==> src/rtl/memory_game_pkg.sv <==
// Shared constants and types for the memory game's playback and response-checking sides.
package memory_game_pkg;

  localparam int unsigned SYM_W           = 2;
  localparam int unsigned NUM_KEYS        = 4;
  localparam int unsigned MAX_SEQ_LEN     = 16;
  localparam int unsigned PATTERN_W       = SYM_W * MAX_SEQ_LEN;
  localparam int unsigned LEN_W           = 5;
  localparam int unsigned TIMER_W         = 32;
  localparam int unsigned DEFAULT_TIMEOUT = 150000000;

  typedef enum logic [1:0] {
    StIdle,
    StArmed,
    StRelease,
    StDone
  } resp_state_e;

  // Symbol 0 lives in the top two bits so the word reads in playback order.
  function automatic logic [SYM_W-1:0] symbol_at(input logic [PATTERN_W-1:0] pattern,
                                                 input logic [3:0] idx);
    logic [PATTERN_W-1:0] shifted;
    shifted = pattern << {idx, 1'b0};
    return shifted[PATTERN_W-1 -: SYM_W];
  endfunction

endpackage

==> src/rtl/key_sync.sv <==
// Two-flop synchronizer for the active-low buttons plus press-event detection
// (all-released followed by at least one key down).
module key_sync
  import memory_game_pkg::*;
(
  input  logic                clk,
  input  logic                reset,
  input  logic [NUM_KEYS-1:0] key_n,
  output logic [NUM_KEYS-1:0] keys,
  output logic                all_released,
  output logic                press
);

  logic [NUM_KEYS-1:0] meta_q;
  logic [NUM_KEYS-1:0] sync_q;
  logic                released_q;

  always_ff @(posedge clk or posedge reset) begin
    if (reset) begin
      meta_q     <= '1;
      sync_q     <= '1;
      released_q <= 1'b1;
    end else begin
      meta_q     <= key_n;
      sync_q     <= meta_q;
      released_q <= &sync_q;
    end
  end

  assign keys         = ~sync_q;
  assign all_released = &sync_q;
  assign press        = released_q & ~all_released;

endmodule

==> config.mk <==
export PLATFORM = sky130hd
export DESIGN_NAME = key_sync
export DESIGN_NICKNAME = d
export VERILOG_FILES = /design/src/rtl/memory_game_pkg.sv /design/src/rtl/key_sync.sv
export SDC_FILE = /design/constraint.sdc
export NUM_CORES = 1
export LEC_CHECK = 0
export BUFFER_PORTS_ARGS = -buffer_cell sky130_fd_sc_hd__buf_2
export CAP_MARGIN = 20
export CORE_AREA = 2 2 39 41
export DETAILED_ROUTE_END_ITERATION = 8
export DIE_AREA = 0 0 41 43
export PLACE_DENSITY = 0.41
export SYNTH_ARGS = -nofsm -noshare
export SYNTH_HDL_FRONTEND = slang
export SYNTH_SLANG_ARGS = --single-unit
==> constraint.sdc <==
create_clock -name clk -period 0.8 [get_ports clk]
set_input_delay 0.04 -clock clk [delete_from_list [all_inputs] [get_ports clk]]
set_output_delay 0.04 -clock clk [all_outputs]
set_load 0.005 [all_outputs]
==> qor.yml <==
drive_above_1_share_pct: 73.7
cp_max_fo: 3
cp.required_ns: 0.76
m1WireLength_microns: 170
synthDistinctLibCells: 4
viasPerCell: 3.30
rsz0062_at_grt: "yes"
tritoncts: "built"
synth_top_area_share_pct: 85.9
row_count: 14
reg2reg_depth: 3
core_region_area_sq_um: 1380
die_area_sq_um: 1760
worst_pin_slew_ns: 0.312
synth.most_common_cell: "dfstp_2"
path_cells: "and4_4 > nor2b_2 > buf_2"
cpMaxStageDelayCell: "dfstp_2"
clk_latency_ns: 0.25
vias: 178
insertedDiodeCount: 0
intPower_w: 0.000729
synth_top_area_cell: "dfstp_2"
worstReg2RegStart: "sync_q[2]$_DFF_PP1_"
syn-mean-instance-area_sq_um: 17.2
synth_nets: 22
initial_core_util_pct: 19.9
ys_warn_count: 0
whs_endpoint: "sync_q[0]$_DFF_PP1_"
die_h_microns: 43
critical-path-max-stage-delay_ns: 0.53
wl_microns: 376
p_sw_w: 0.000169
grt_max_degree: 10
cts_made_buffers: 3
leakage_nw: 0.223
top_layer: "met3"
totalPowerFinal_w: 0.000898
io_buffers: 11
cts_sinks: 9
synth_area_leaders: "dfstp_2 (86%), inv_1 (6.8%), and4_4 (4.1%), nor2b_2 (3.2%)"
maxSlewViolCount: 0
place.gp.congestion: 0.611
ant_nets: 0
synth_ff_type: "dfstp_2"
reg2reg_setup_slack_ns: -0.20
ff_latch_area_sq_um: 236
netlist_top_cells_count: "dfstp_2 (9), inv_1 (5), and4_4 (1), nor2b_2 (1)"
clock-root-buffer: "clkbuf_4"
max_cap_viol_count: 0
seqPwrFrac_pct: 56.1
multi_input_area_sq_um: 20.0
slew_headroom_pct: 79.2
violations: "setup timing"
route.met2.wl_microns: 156
reg2reg_to: "released_q$_DFF_PP1_"
die_w_microns: 41
globalRouteOverflowTotal: 0
wl_per_cell_microns: 6.96
fin_util_pct: 32.4
ctsLongestPathBuffers: 2
fillers: 143
fin_nets: 45
wl_met3_microns: 48
worstSetupPathType: "reg -> out"
holdPathStages: 0
area_growth_pct: 62.7
dr.first_iter.drc_count: 0
swShare_pct: 18.9
antenna_found_initial: 0
synth_cells: 16
combPwrFrac_pct: 7.4
io_pins: 12
worstHoldStart: "meta_q[0]$_DFF_PP1_"
end_kind: "primary output"
grt_pass1_vias: 171
remaining_drc_errors: 0
synth_seq_cells: 9
firstDrtPassIters: 1
grt_use_total_pct: 6.13
hold_viol: 0
crit_path_start_kind: "flip-flop"
setup_viol: 7
powerDensity_nw_per_um2: 2010
seq_area_frac_synth_pct: 85.9
finalCritPeriodShare_pct: 151
hold_class: "reg -> reg"
async_reset_ff_share_pct: 100
clk_pin_slew_ns: 0.06
max_freq_mhz: 828
arrival_ns: 1.17
synth_area_sq_um: 275
outcome: "finished with violations"
min_period_ns: 1.21
grt_pass1_wl_microns: 641
clock_power_share_pct: 36.6
ir_drop_uv: 715
ctsHtreeMaxLevel: 1
fin_ws_ns: -0.407
fin_skew_ns: 0.00115
synth_edf_count: 0
power groups by stage:
stage | logic, W | clock network [W] | registers [W]
finish | 0.0000663 | 0.000328 | 0.000503
detailed placement | 0.0000438 | 0 | 0.000510
floorplan | 0.0000167 | 0 | 0.000507
global route | 0.0000761 | 0.000379 | 0.000505
global placement | 0.0000431 | 0 | 0.000509
CTS | 0.0000637 | 0.000347 | 0.000503
critical path, delay by kind of cell, from the launching register on:
family | cells | cell delay, ns
buffers and inverters | 1 | 0.12
and+or+nand+nor | 2 | 0.28
DFF | 1 | 0.53
cell usage in the layout, fill, tap and decap left out, drive strengths merged:
master       count
dfstp            9
nor2b            1
inv              5
buf             13
and4             1
dlygate4sd3      5
clkbuf           4
stage by stage:
step,area [sq um],hold WS [ns],setup TNS [ns],std cells,worst slack (ns)
2_1_floorplan,275,0.0445,-0.0300,16,-0.0242
6_report,448,0.354,-1.61,54,-0.407
5_1_grt,448,0.356,-1.92,54,-0.459
3_3_place_gp,358,0.145,-0.323,44,-0.134
3_5_place_dp,358,0.146,-0.354,44,-0.146
4_1_cts,442,0.355,-1.70,54,-0.423
final cells by class:
| cell class | count | area share, % |
|---|---|---|
| flip-flops and latches | 9 | 52.8 |
| well taps | 16 | 4.47 |
| repair buffers | 18 | 28.2 |
| clock buffers | 4 | 5.87 |
| multi-input cells | 2 | 4.47 |
| inverters | 5 | 4.19 |
per-layer routing:
| metal | global-route usage, % | up-vias |
|---|---|---|
| met1 | 6.46 | 78 |
| met5 | 0 | - |
| met3 | 4.71 | 0 |
| li1 | - | 89 |
| met4 | 6.00 | 0 |
| met2 | 7.19 | 11 |
registers in the layout, summed over array words and instances, names as in the netlist:
| register | count |
|---|---|
| meta_q | 4 |
| sync_q | 4 |
| released_q | 1 |
what timing repair did:
item,CTS,global route
buffers inserted,1,0
hold buffers,5,0
endpoints found under the setup margin,7,7
gates resized for setup,0,2
pin swaps,0,1
endpoints found under the hold margin,13,0
worst max path at each step:
| stage | start | slack, ns | endpoint | cells past startpoint |
|---|---|---|---|---|
| 2_1_floorplan | sync_q[1]$_DFF_PP1_ | -0.02 | press | 2 |
| 3_3_place_gp | sync_q[1]$_DFF_PP1_ | -0.13 | press | 3 |
| 3_5_place_dp | sync_q[3]$_DFF_PP1_ | -0.15 | press | 3 |
| 4_1_cts | sync_q[1]$_DFF_PP1_ | -0.42 | press | 3 |
| 5_1_grt | sync_q[2]$_DFF_PP1_ | -0.46 | press | 3 |
| 6_report | sync_q[2]$_DFF_PP1_ | -0.41 | press | 3 |
logic make-up (layout without fill, tap and decap cells):
family	count (synthesis)	in the layout	share of synthesized area, %
flops	9	9	85.9
simple gates	2	2	7.27
buf+inv	5	27	6.82
Note: power is estimated with default switching activity, not from simulation.
